**config.mk**
```make
export PLATFORM = sky130hd
export DESIGN_NAME = spi_master_multi
export DESIGN_NICKNAME = d
export VERILOG_FILES = /design/src/rtl/spi_master_multi.sv
export SDC_FILE = /design/constraint.sdc
export NUM_CORES = 1
export LEC_CHECK = 0
export BUFFER_PORTS_ARGS = -buffer_cell sky130_fd_sc_hd__buf_2
export CORE_ASPECT_RATIO = 0.75
export CORE_UTILIZATION = 59
export DETAILED_ROUTE_END_ITERATION = 6
export GPL_TIMING_DRIVEN = 0
export PLACE_DENSITY = 0.84
export SLEW_MARGIN = 20
export SYNTH_ARGS = -nofsm -noshare
export SYNTH_HDL_FRONTEND = slang
export SYNTH_SLANG_ARGS = --single-unit
```
**constraint.sdc**
```tcl
create_clock -name clk -period 3.3 [get_ports clk]
set_input_delay 0.165 -clock clk [delete_from_list [all_inputs] [get_ports clk]]
set_output_delay 0.165 -clock clk [all_outputs]
set_load 0.02 [all_outputs]
```
**src/rtl/spi_master_multi.sv**
```systemverilog
`timescale 1ns/1ps
// Parametrised SPI master: configurable width, SCLK divider, per-transfer CPOL/CPHA
// and bit order, NUM_CS active-low selects, start/busy/done host handshake.
module spi_master_multi #(
    parameter int DATA_WIDTH = 8,
    parameter int CLK_DIV    = 4,
    parameter int NUM_CS     = 4,
    parameter int CS_SEL_W   = 2
) (
    input  logic                  clk,
    input  logic                  reset,
    input  logic                  start,
    input  logic [CS_SEL_W-1:0]   cs_sel,
    input  logic                  polarity,
    input  logic                  phase,
    input  logic                  lsb_first,
    input  logic [DATA_WIDTH-1:0] data_wr,
    input  logic                  miso,
    output logic                  busy,
    output logic                  done,
    output logic [DATA_WIDTH-1:0] data_rd,
    output logic                  spi_clk,
    output logic [NUM_CS-1:0]     cs_n,
    output logic                  mosi,
    output logic [2:0]            state,
    output logic [5:0]            count
);

    typedef enum logic [2:0] {
        S_IDLE  = 3'd0,
        S_SETUP = 3'd1,
        S_XFER  = 3'd2,
        S_HOLD  = 3'd3,
        S_DONE  = 3'd4
    } state_t;

    localparam int                DIV_W     = (CLK_DIV > 1) ? $clog2(CLK_DIV) : 1;
    localparam logic [DIV_W-1:0]  DIV_LAST  = DIV_W'(CLK_DIV - 1);
    localparam logic [5:0]        EDGE_LAST = 6'(2 * DATA_WIDTH - 1);

    state_t                state_q, state_d;
    logic [DIV_W-1:0]      div_q, div_d;
    logic [5:0]            edge_q, edge_d;
    logic [DATA_WIDTH-1:0] tx_q, tx_d;
    logic [DATA_WIDTH-1:0] rx_q, rx_d;
    logic                  cpol_q, cpol_d;
    logic                  cpha_q, cpha_d;
    logic                  lsb_q, lsb_d;
    logic                  busy_q, busy_d;
    logic                  done_q, done_d;
    logic [DATA_WIDTH-1:0] data_rd_q, data_rd_d;
    logic                  sclk_q, sclk_d;
    logic [NUM_CS-1:0]     cs_n_q, cs_n_d;
    logic                  mosi_q, mosi_d;

    logic                  tick;
    logic                  leading;
    logic                  last_edge;
    logic [DATA_WIDTH-1:0] shifted;
    logic [NUM_CS-1:0]     cs_dec;

    always_ff @(posedge clk) begin
        if (reset) begin
            state_q   <= S_IDLE;
            div_q     <= '0;
            edge_q    <= '0;
            tx_q      <= '0;
            rx_q      <= '0;
            cpol_q    <= 1'b0;
            cpha_q    <= 1'b0;
            lsb_q     <= 1'b0;
            busy_q    <= 1'b0;
            done_q    <= 1'b0;
            data_rd_q <= '0;
            sclk_q    <= 1'b0;
            cs_n_q    <= '1;
            mosi_q    <= 1'b0;
        end else begin
            state_q   <= state_d;
            div_q     <= div_d;
            edge_q    <= edge_d;
            tx_q      <= tx_d;
            rx_q      <= rx_d;
            cpol_q    <= cpol_d;
            cpha_q    <= cpha_d;
            lsb_q     <= lsb_d;
            busy_q    <= busy_d;
            done_q    <= done_d;
            data_rd_q <= data_rd_d;
            sclk_q    <= sclk_d;
            cs_n_q    <= cs_n_d;
            mosi_q    <= mosi_d;
        end
    end

    always_comb begin
        state_d   = state_q;
        div_d     = div_q;
        edge_d    = edge_q;
        tx_d      = tx_q;
        rx_d      = rx_q;
        cpol_d    = cpol_q;
        cpha_d    = cpha_q;
        lsb_d     = lsb_q;
        busy_d    = busy_q;
        done_d    = 1'b0;
        data_rd_d = data_rd_q;
        sclk_d    = sclk_q;
        cs_n_d    = cs_n_q;
        mosi_d    = mosi_q;

        tick      = (div_q == DIV_LAST);
        leading   = ~edge_q[0];
        last_edge = (edge_q == EDGE_LAST);
        shifted   = lsb_q ? (tx_q >> 1) : (tx_q << 1);

        // Out-of-range selects decode to no active line; the transfer still clocks.
        cs_dec = '1;
        for (int unsigned i = 0; i < NUM_CS; i++) begin
            cs_dec[i] = (32'(cs_sel) != i);
        end

        unique case (state_q)
            S_IDLE: begin
                sclk_d = polarity;
                if (start) begin
                    state_d = S_SETUP;
                    busy_d  = 1'b1;
                    cpol_d  = polarity;
                    cpha_d  = phase;
                    lsb_d   = lsb_first;
                    tx_d    = data_wr;
                    rx_d    = '0;
                    edge_d  = '0;
                    div_d   = '0;
                    cs_n_d  = cs_dec;
                    mosi_d  = lsb_first ? data_wr[0] : data_wr[DATA_WIDTH-1];
                end
            end
            S_SETUP: begin
                sclk_d = cpol_q;
                div_d  = tick ? '0 : div_q + 1'b1;
                if (tick) state_d = S_XFER;
            end
            S_XFER: begin
                div_d = tick ? '0 : div_q + 1'b1;
                if (tick) begin
                    sclk_d = ~sclk_q;
                    edge_d = edge_q + 1'b1;
                    if (cpha_q ? !leading : leading) begin
                        rx_d = lsb_q ? {miso, rx_q[DATA_WIDTH-1:1]}
                                     : {rx_q[DATA_WIDTH-2:0], miso};
                    end
                    // CPHA=0 already presented bit 0 in SETUP, so it drives the bit after the shift.
                    if (cpha_q ? leading : (!leading && !last_edge)) begin
                        tx_d   = shifted;
                        mosi_d = cpha_q ? (lsb_q ? tx_q[0] : tx_q[DATA_WIDTH-1])
                                        : (lsb_q ? shifted[0] : shifted[DATA_WIDTH-1]);
                    end
                    if (last_edge) state_d = S_HOLD;
                end
            end
            S_HOLD: begin
                sclk_d = cpol_q;
                div_d  = tick ? '0 : div_q + 1'b1;
                if (tick) begin
                    state_d = S_DONE;
                    cs_n_d  = '1;
                end
            end
            S_DONE: begin
                state_d   = S_IDLE;
                done_d    = 1'b1;
                data_rd_d = rx_q;
                busy_d    = 1'b0;
            end
            default: state_d = S_IDLE;
        endcase
    end

    assign busy    = busy_q;
    assign done    = done_q;
    assign data_rd = data_rd_q;
    assign spi_clk = sclk_q;
    assign cs_n    = cs_n_q;
    assign mosi    = mosi_q;
    assign state   = state_q;
    assign count   = edge_q;

endmodule

```
==> Word level (Yosys, flattened, before mapping) <==
Cells that the tools add are included.
{ "totals": {"ramBits": 0, "output_inout_bits": 25, "wordCells": 94, "register_bits": 46, "latchBits": 0, "romBits": 0, "n_memories": 0} }
{ "classes": {"shift": 0, "n_eq_ne": 16, "muxes": 40, "reduce_logical": 20, "div_mod_pow": 0, "bitwise": 2, "n_lt_le_gt_ge": 0, "mul": 0, "n_addsub": 2} }
{ "ops": {"columns": ["op", "n"], "rows": [
  ["$mux W8", 8],
  ["$pmux W8 S2", 2],
  ["$ne A2 B2 Y1 const B", 9],
  ["$mux W3", 5],
  ["$mux W1", 12],
  ["$mux W6", 2],
  ["$pmux W3 S4", 1],
  ["$pmux W6 S2", 1],
  ["$reduce_bool A2 Y1", 5],
  ["$mux W4", 2],
  ["$pmux W4 S2", 1],
  ["$reduce_and A2 Y1", 4],
  ["$reduce_and A4 Y1", 2],
  ["$add A6 B1 Y6 const B", 1],
  ["$eq A3 B2 Y1 const B", 2],
  ["$eq A6 B4 Y1 const B", 1],
  ["$reduce_and A3 Y1", 2],
  ["$reduce_and A5 Y1", 1],
  ["$mux W2", 2],
  ["$pmux W1 S2", 2],
  ["$pmux W2 S2", 1],
  ["$eq A3 B1 Y1 const B", 1],
  ["$eq A3 B3 Y1 const B", 1],
  ["$logic_not A3 Y1", 1],
  ["10 further kinds", 11]
]} }

==> Longest topological paths before layout <==
Gate-level depths: netlist (run 1).
{ "logic_depth": {"depth_word": 7, "mapped_depth": 6} }

==> Worst setup path before layout (run 1) <==
OpenSTA, ideal clock, no wires.
{ "synth_path": {"path_type": "reg2reg", "from": "register edge_q[0], in the netlist count[0]", "to": "register tx_q[2]", "t_required_ns": 3.168, "n_path_buf": 1, "synth_period_minus_slack_ns": 1.676, "setup_ns": 0.132, "arrival_time_ns": 1.544, "path_slack_ns": 1.624, "stages_incl_launch_ff": 7, "path_cell_list": "dfxtp_1 ha_1 nand4b_1 o211ai_2 buf_4 a21o_1 a21oi_1"} }
{ "synth_via": {"elab_chain_cells": 6} }
{ "synth_lines": {"columns": ["element", "line_no", "text"], "rows": [
  ["start: declaration", "43", "logic [5:0] edge_q, edge_d;"],
  ["start signal: assignment", "81", "edge_q <= edge_d;"],
  ["$eq A6 B4 Y1", "114", "last_edge = (edge_q == EDGE_LAST);"],
  ["$logic_not A1 Y1", "155", "if (cpha_q ? leading : (!leading && !last_edge)) begin"],
  ["$logic_and A1 B1 Y1", "155", null],
  ["$mux W1 (*)", "155", null],
  ["$ne A2 B2 Y1 (no source line) (*)", null, null],
  ["$reduce_and A4 Y1 (no source line) (*)", null, null],
  ["end signal: assignment", "82", "tx_q <= tx_d;"],
  ["end: declaration", "44", "logic [DATA_WIDTH-1:0] tx_q, tx_d;"]
]} }
Every way passes the cells marked *; elsewhere a longest branch is shown, timed or not.
A chain may end at the register's enable or synchronous reset.

==> Worst setup path after layout (run 1) <==
{ "layout_path": {"from": "register div_q[0]", "to": "register rx_q[6]"} }
{ "layout_via": {"elab_chain_cells": 3} }
{ "layout_lines": {"columns": ["element", "line_no", "text"], "rows": [
  ["start: declaration", "42", "logic [DIV_W-1:0] div_q, div_d;"],
  ["start signal: assignment", "80", "div_q <= div_d;"],
  ["$eq A2 B2 Y1", "112", "tick = (div_q == DIV_LAST);"],
  ["$ne A2 B2 Y1 (no source line)", null, null],
  ["$reduce_and A4 Y1 (no source line)", null, null],
  ["end signal: assignment", "83", "rx_q <= rx_d;"],
  ["end: declaration", "45", "logic [DATA_WIDTH-1:0] rx_q, rx_d;"]
]} }
No other way between the ends.

==> results of run 1 <==
## state kept, by name (all words and copies together) (netlist names)
| signal | count |
|---|---|
| rx_q | 8 |
| cpha_q | 1 |
| div_q | 2 |
| state | 3 |
| tx_q | 8 |
| cpol_q | 1 |
| lsb_q | 1 |
| spi_clk | 1 |
| done | 1 |
| data_rd | 8 |
| busy | 1 |
| cs_n | 4 |
| mosi | 1 |
| count | 6 |
## how the worst max path moves through the flow
stage / startpoint / to / slack [ns] / cells after the start
after detailed placement: div_q[0]$_SDFFE_PP0P_ / rx_q[6]$_SDFFE_PP0P_ / 1.37 / 5
after global placement: div_q[0]$_SDFFE_PP0P_ / rx_q[7]$_SDFFE_PP0P_ / 1.41 / 5
after global routing: div_q[0]$_SDFFE_PP0P_ / rx_q[2]$_SDFFE_PP0P_ / 1.14 / 5
final: div_q[0]$_SDFFE_PP0P_ / rx_q[6]$_SDFFE_PP0P_ / 1.34 / 5
after floorplan: count[0]$_SDFFE_PP0P_ / tx_q[2]$_SDFFE_PP0P_ / 1.62 / 6
after CTS: div_q[0]$_SDFFE_PP0P_ / rx_q[6]$_SDFFE_PP0P_ / 1.35 / 5
## report_power, final
| part | switching (W) | leakage, nW | total [W] | internal (W) |
|---|---|---|---|---|
| logic | 0.0000755 | 0.623 | 0.000132 | 0.0000568 |
| clock network | 0.000193 | 0.0573 | 0.000436 | 0.000242 |
| registers | 0.0000129 | 0.374 | 0.000583 | 0.000571 |
## worst min-delay path: stages
cell	delay, ns
buf_2	0.11
nand2_1	0.06
a21oi_1	0.05
## kinds of logic (layout without fill, tap and decap cells)
logic type      after synthesis  after routing
xor+xnor                      6              6
mux                          33             33
flops                        46             46
buf+inv                      20             67
compound gates               46             46
fa+ha+maj                     2              2
simple gates                106            106
## placed cells by master (no fill, tap or decap), types with 3 or more instances in the layout
master,netlist,routed
nand3_1,13,13
mux2_2,8,8
buf_2,3,43
xor2_1,3,3
buf_4,4,4
nor3_1,3,3
a21oi_1,24,24
nand2b_1,4,4
dfxtp_1,46,46
xnor2_1,3,3
nand3b_1,3,3
o21ai_0,4,4
clkbuf_1,10,10
mux2i_1,24,24
clkbuf_8,0,6
nand4b_1,4,4
a21o_1,6,6
nor2_1,34,34
nand2_1,30,30
a22o_1,3,3
## per-layer routing
| metal | part of all wire | track usage |
|---|---|---|
| met2 | 0.47 | 0.412 |
| met5 | 0 | 0 |
| met3 | 0.058 | 0.0797 |
| met1 | 0.46 | 0.376 |
| met4 | 0.011 | 0.0879 |
## per-stage QoR
stage               instances  utilization  total power, W  cell area, um^2
global route              358        0.724         0.00119             2670
global placement          351        0.693        0.000722             2550
CTS                       358        0.724         0.00115             2670
floorplan                 259            -        0.000688             2290
finish                    358        0.724         0.00115             2670
detailed placement        351        0.693        0.000726             2550
## cell type report
type	instances	share of cell area
Timing Repair Buffer	40	0.0750
Multi-Input combinational cell	193	0.475
Sequential cell	46	0.345
Clock inverter	1	0.0113
Tap cell	52	0.0244
Inverter	2	0.00281
Clock buffer	6	0.0310
Buffer	18	0.0352
==> results by group, run 1 <==
Worst setup path
  – Worst r2r src: div_q[0]$_SDFFE_PP0P_
  – Bufs and invs on worst path: 0
  – Most used cell, CP: mux2i_1
  – Worst EP arrival: 2.14 ns
  – Critical R2R Capture: rx_q[6]$_SDFFE_PP0P_
  – Worst Setup End Kind: flip-flop
  – CP max stage cell: a211oi_4
  – R2R depth: 5
  – Crit path launch type: flip-flop
  – Delay-heaviest family, CP: compound AO/OA/AOI/OAI gates
  – Crit-path cells: ha_1 > mux2i_1 > a211oi_4 > mux2i_1 > nor2_1
  – Flop-to-flop setup slack: 1.34 ns
  – Setup CP Type: flip-flop to flip-flop
  – Worst path max stage delay: 0.60 ns
  – Worst-path maximum fanout: 8
  – Worst EP required: 3.49 ns

CTS
  – Resized Gates After CTS: 0
  – Clk buf depth: 2
  – Worst-path clk slew: 0.09 ns
  – Root buffer cell: clkbuf_8
  – Clock Latency Late Sink: 0.31 ns
  – CTS tree: built
  – Post-CTS Setup Inserts: 0
  – Total CTS buffers: 5
  – Htree depth: 2
  – TritonCTS Sinks: 46
  – Hold buffer count at cts: 0

Final layout
  – Reg area: 921 um^2
  – Layout cell share with drive strength beyond 1: 0.229
  – # diodes: 0
  – Nets: 325
  – Fillers: 289
  – P&R area growth vs syn: 16.5%
  – Area of the multi-input gates: 1270 um^2

Timing
  – Final worst slack: 1.34 ns
  – Final min period: 1.96 ns
  – Fin. Hold Viols: 0
  – Final setup vio count: 0
  – FMAX: 511 MHz
  – Final Cycle Share: 0.593
  – RSZ-0062 raised after global routing: no
  – Final hold slack: 0.114 ns
  – Setup TNS: 0 ns
  – Max-slew headroom: 0.611
  – Worst-margin pin slew: 0.568 ns
  – Final Skew: 0.00793 ns
  – Slew Viols, Final: 0

Yosys
  – Cells after Synth: 259
  – Top-count cell post-synth: dfxtp_1
  – Ys async rst share: 0
  – Synth Area in XOR/XNOR: 0.0230
  – Post-synth top cells: dfxtp_1, nor2_1, nand2_1, a21oi_1, mux2i_1
  – Syn_area_per_cell: 8.84 um^2
  – FF+latch count, synth: 46
  – Top_reg_cell synth: dfxtp_1
  – Syn_nets: 278
  – Post-synth top area share: 0.402
  – Simple-gate portion of the synthesized area: 0.233
  – Synth top area cells: dfxtp_1, mux2i_1, nor2_1, a21oi_1, nand2_1
  – Netlist Area Pre-Place: 2290 um^2
  – Yosys top cell by area: dfxtp_1
  – Post-Synth Adder-Cell Area: 0.0109
  – Yosys warns: 0
  – Multiplexer share of the synthesized area: 0.154
  – EDFF count, synth: 0
  – Synth Area in Compound Gates: 0.133
  – Register area share after synthesis: 0.402
  – Post-synthesis cell type count: 42
  – Main combinational cell family by area after synthesis: simple AND/OR/NAND/NOR gates

Floorplan
  – Die area: 4140 um^2
  – Site Rows: 19
  – IO Pins: 42
  – Total core area: 3680 um^2
  – Chip width: 73.9 um
  – Die Y-Extent: 56.0 um
  – Starting Density: 0.621

Global route
  – Total grt overflow: 0
  – First-pass GRT wire length: 8600 um
  – Largest net degree at the start of global routing: 14
  – Initial antenna violation count: 0
  – Vias in the first global route: 1845
  – All-Layer GR Usage: 0.274

Detailed routing
  – ANT nets after route: 0
  – Number of DRC markers in iteration 0: 162
  – Aggregate routed wire length: 5180 um
  – Vias: 2055
  – DR vias/cell: 5.74
  – WL per Instance: 14.5 um
  – DRC: 0
  – Pre-Repair DR Iteration Count: 4

Power and ir drop
  – Pleak: 1.05 nW
  – Max VDD drop: 0.445 mV
  – Pwr dens: 432 nW/um^2

Worst hold path
  – Worst hold-check path type: input port to flip-flop
  – Hold Crit Start: polarity
  – Worst Hold Path EP: cpol_q$_SDFFE_PP0P_
  – WHS Path Cells: 3

Place
  – PortBufs: 40
  – Pre-CTS setup slack: 1.37 ns
  – DP HPWL: 3560 um
  – RePlAce Congestion: 0.820

Run status
  – Status: completed

Run
  – Number of max-cap violations: 0
Note: power is estimated with default switching activity, not from simulation.
==> run 2: changes to the inputs <==
--- a/config.mk
+++ b/config.mk
@@ -5,12 +5,13 @@
 export SDC_FILE = /design/constraint.sdc
 export NUM_CORES = 1
 export LEC_CHECK = 0
+export ABC_AREA = 1
 export BUFFER_PORTS_ARGS = -buffer_cell sky130_fd_sc_hd__buf_2
 export CORE_ASPECT_RATIO = 0.75
-export CORE_UTILIZATION = 59
+export CORE_UTILIZATION = 56
 export DETAILED_ROUTE_END_ITERATION = 6
 export GPL_TIMING_DRIVEN = 0
-export PLACE_DENSITY = 0.84
+export PLACE_DENSITY = 0.8
 export SLEW_MARGIN = 20
 export SYNTH_ARGS = -nofsm -noshare
 export SYNTH_HDL_FRONTEND = slang
==> constraint.sdc (replaced) <==
create_clock -name clk -period 1.9 [get_ports clk]
set_input_delay 0.095 -clock clk [delete_from_list [all_inputs] [get_ports clk]]
set_output_delay 0.095 -clock clk [all_outputs]
set_load 0.02 [all_outputs]
==> run 2 against run 1 <==
Effect of this change: largest power group is now combinational cells; sequential share of layout area decreased by 1.6 points; critical path depth increased by 4; worst setup slack got worse by 1.0 ns; critical endpoint is now tx_q[5]$_SDFFE_PP0P_; register-to-register slack got worse by 1.0 ns.
==> results by group, run 2 <==
Yosys
  – Synth top area cells: dfxtp_1, nand2_1, nor2_1, a21oi_1, nand3_1
  – Yosys top cell by area: dfxtp_1
  – Netlist Area Pre-Place: 2440 um^2 (+6.6%)
  – Post-synth top cells: nand2_1, nor2_1, dfxtp_1, a21oi_1, inv_1
  – Top-count cell post-synth: nand2_1
  – Syn_area_per_cell: 6.53 um^2 (-26%)
  – Cells after Synth: 374 (+44%)
  – Register area share after synthesis: 0.377 (-0.0249)
  – FF+latch count, synth: 46 (unchanged)
  – Yosys warns: 0 (unchanged)
  – Syn_nets: 393 (+41%)
  – Top_reg_cell synth: dfxtp_1
  – Post-synthesis cell type count: 29 (-31%)
  – EDFF count, synth: 0 (unchanged)
  – Ys async rst share: 0 (unchanged)
  – Post-synth top area share: 0.377 (-0.0249)

Worst setup path
  – Worst EP arrival: 1.80 ns (-0.34 ns)
  – Bufs and invs on worst path: 1 (+1)
  – Crit-path cells: ha_1 > nand2_1 > nor2_1 > nand2_1 > nand2_1 > nand2_4 > buf_6 > a21oi_1 > nor2_1
  – Worst path max stage delay: 0.42 ns (-0.18 ns)
  – Crit path launch type: flip-flop
  – Critical R2R Capture: tx_q[5]$_SDFFE_PP0P_
  – Flop-to-flop setup slack: 0.30 ns (-1.04 ns)
  – Worst EP required: 2.10 ns (-1.39 ns)
  – Worst Setup End Kind: flip-flop
  – Most used cell, CP: nand2_1
  – Path length in cells of the critical path: 9 (+4)
  – Delay-heaviest family, CP: simple AND/OR/NAND/NOR gates
  – CP max stage cell: dfxtp_1
  – Worst-path maximum fanout: 10 (+2)
  – Setup CP Type: flip-flop to flip-flop
  – Worst r2r src: count[0]$_SDFFE_PP0P_
  – R2R depth: 9 (+4)

Timing
  – Slew Viols, Final: 0 (unchanged)
  – Final min period: 1.60 ns (-0.357 ns)
  – Final setup vio count: 0 (unchanged)
  – RSZ-0062 raised after global routing: no
  – Final Skew: 0.00598 ns (-0.00195 ns)
  – Final worst slack: 0.300 ns (-1.04 ns)
  – FMAX: 625 MHz (+22%)
  – Setup TNS: 0 ns (unchanged)
  – Worst-margin pin slew: 0.477 ns (-0.0914 ns)
  – Final Cycle Share: 0.842 (+0.249)
  – Max-slew headroom: 0.682 (+0.0717)
  – Fin. Hold Viols: 0 (unchanged)

Run status
  – Status: completed

CTS
  – TritonCTS Sinks: 46 (unchanged)
  – Resized Gates After CTS: 0 (unchanged)
  – Clk buf depth: 2 (unchanged)
  – Hold buffer count at cts: 0 (unchanged)
  – Htree depth: 2 (unchanged)
  – Worst-path clk slew: 0.08 ns (about the same)
  – Post-CTS Setup Inserts: 0 (unchanged)
  – Root buffer cell: clkbuf_8
  – Total CTS buffers: 5 (unchanged)
  – Clock Latency Late Sink: 0.30 ns (about the same)
  – CTS tree: built

Power and ir drop
  – Max VDD drop: 0.741 mV (+67%)
  – Pleak: 1.40 nW (+33%)
  – Pwr dens: 1470 nW/um^2 (+240%)

Detailed routing
  – Pre-Repair DR Iteration Count: 4 (unchanged)
  – DR vias/cell: 5.14 (-10%)
  – DRC: 0 (unchanged)
  – ANT nets after route: 0 (unchanged)
  – Vias: 2453 (+19%)
  – Aggregate routed wire length: 5860 um (+13%)
  – WL per Instance: 12.3 um (-15%)
  – Number of DRC markers in iteration 0: 210 (+30%)

Final layout
  – # diodes: 0 (unchanged)
  – Commonest non-fill, non-tap cell in the layout: nand2_1
  – Layout cell share with drive strength beyond 1: 0.173 (-0.0558)
  – P&R area growth vs syn: 14.8%
  – Most frequent cells in the layout: nand2_1, nor2_1, dfxtp_1, buf_2, a21oi_1
  – Nets: 440 (+35%)

Global route
  – First-pass GRT wire length: 9880 um (+15%)
  – Initial antenna violation count: 0 (unchanged)
  – Total grt overflow: 0 (unchanged)
  – Vias in the first global route: 2106 (+14%)
  – All-Layer GR Usage: 0.277 (+0.00255)
  – Largest net degree at the start of global routing: 14 (unchanged)

Floorplan
  – Starting Density: 0.595 (-0.0266)
  – Die area: 4630 um^2 (+12%)
  – Site Rows: 20 (+1)
  – Total core area: 4100 um^2 (+11%)
  – Chip width: 78.2 um (+5.8%)
  – IO Pins: 42 (unchanged)
  – Die Y-Extent: 59.2 um (+5.8%)

Worst hold path
  – Hold Crit Start: polarity
  – WHS Path Cells: 3 (unchanged)
  – Worst Hold Path EP: cpol_q$_SDFFE_PP0P_
  – Worst hold-check path type: input port to flip-flop

Place
  – RePlAce Congestion: 0.826 (+0.77%)
  – DP HPWL: 4210 um (+18%)
  – PortBufs: 40 (unchanged)
  – Pre-CTS setup slack: 0.313 ns (-1.06 ns)

Run
  – Number of max-cap violations: 0 (unchanged)
==> run 2: cell types whose count changed in the layout (fill, tap and decap cells not counted), sizes merged, moves of 6 or more <==
cell | before | now
mux2 | 8 | 0
nand3 | 13 | 30
a21o | 6 | 0
nand2 | 30 | 126
nor2 | 34 | 51
clkbuf | 16 | 10
a21oi | 24 | 33
o21ai | 4 | 24
inv | 2 | 34
mux2i | 24 | 0
==> run 2: per-stage QoR <==
step | utilization | cells | power [W] | hold WS, ns | cell area, um^2
global route | 0.683 | 477 | 0.00449 | 0.0649 | 2800
finish | 0.683 | 477 | 0.00413 | 0.0429 | 2800
floorplan | - | 374 | 0.00303 | 0.238 | 2440
CTS | 0.683 | 477 | 0.00412 | 0.0421 | 2800
detailed placement | 0.660 | 469 | 0.00350 | 0.366 | 2710
global placement | 0.660 | 469 | 0.00345 | 0.360 | 2710
==> run 2: logic make-up after synthesis <==
group	count (synthesis)	share of synthesized area
and+or+nand+nor	215	0.379
AOI/OAI and AO/OA	60	0.132
buffers and inverters	51	0.101
DFF	46	0.377
adders and majority gates	2	0.0102
==> run 2: power breakdown <==
group	switching [W]	total [W]	internal, W	leakage (nW)
sequential	0.000236	0.00146	0.00123	0.377
clock	0.000324	0.000617	0.000294	0.0482
combinational	0.00130	0.00205	0.000753	0.979
total	0.00186	0.00413	0.00227	1.40
==> run 2: layout make-up <==
class                   count  area [um^2]
clock buffers               7         86.3
repair buffers             40          200
plain buffers              16          116
inverters                  35          131
clock inverters             1         5.00
well taps                  55         68.8
flip-flops and latches     46          921
fillers                   373         1300
multi-input cells         277         1270
==> run 2: how the worst max path moves through the flow <==
stage / endpoint / startpoint / slack, ns
2_1_floorplan: tx_q[0]$_SDFFE_PP0P_ / count[0]$_SDFFE_PP0P_ / 0.36
3_3_place_gp: tx_q[3]$_SDFFE_PP0P_ / count[0]$_SDFFE_PP0P_ / 0.35
3_5_place_dp: tx_q[0]$_SDFFE_PP0P_ / count[0]$_SDFFE_PP0P_ / 0.31
4_1_cts: tx_q[5]$_SDFFE_PP0P_ / count[0]$_SDFFE_PP0P_ / 0.29
5_1_grt: tx_q[3]$_SDFFE_PP0P_ / count[0]$_SDFFE_PP0P_ / 0.04
6_report: tx_q[5]$_SDFFE_PP0P_ / count[0]$_SDFFE_PP0P_ / 0.30
==> run 2: worst reg2reg max path, stage by stage (launching register included) <==
cell	delay, ns
dfxtp_1	0.42
ha_1	0.20
nand2_1	0.09
nor2_1	0.14
nand2_1	0.10
nand2_1	0.11
nand2_4	0.10
buf_6	0.16
a21oi_1	0.13
nor2_1	0.06
==> run 2: layer usage <==
layer  share of wire  GRT usage
met1            0.50      0.398
met2            0.43      0.422
met3           0.063     0.0508
met4          0.0065     0.0847
met5               0          0
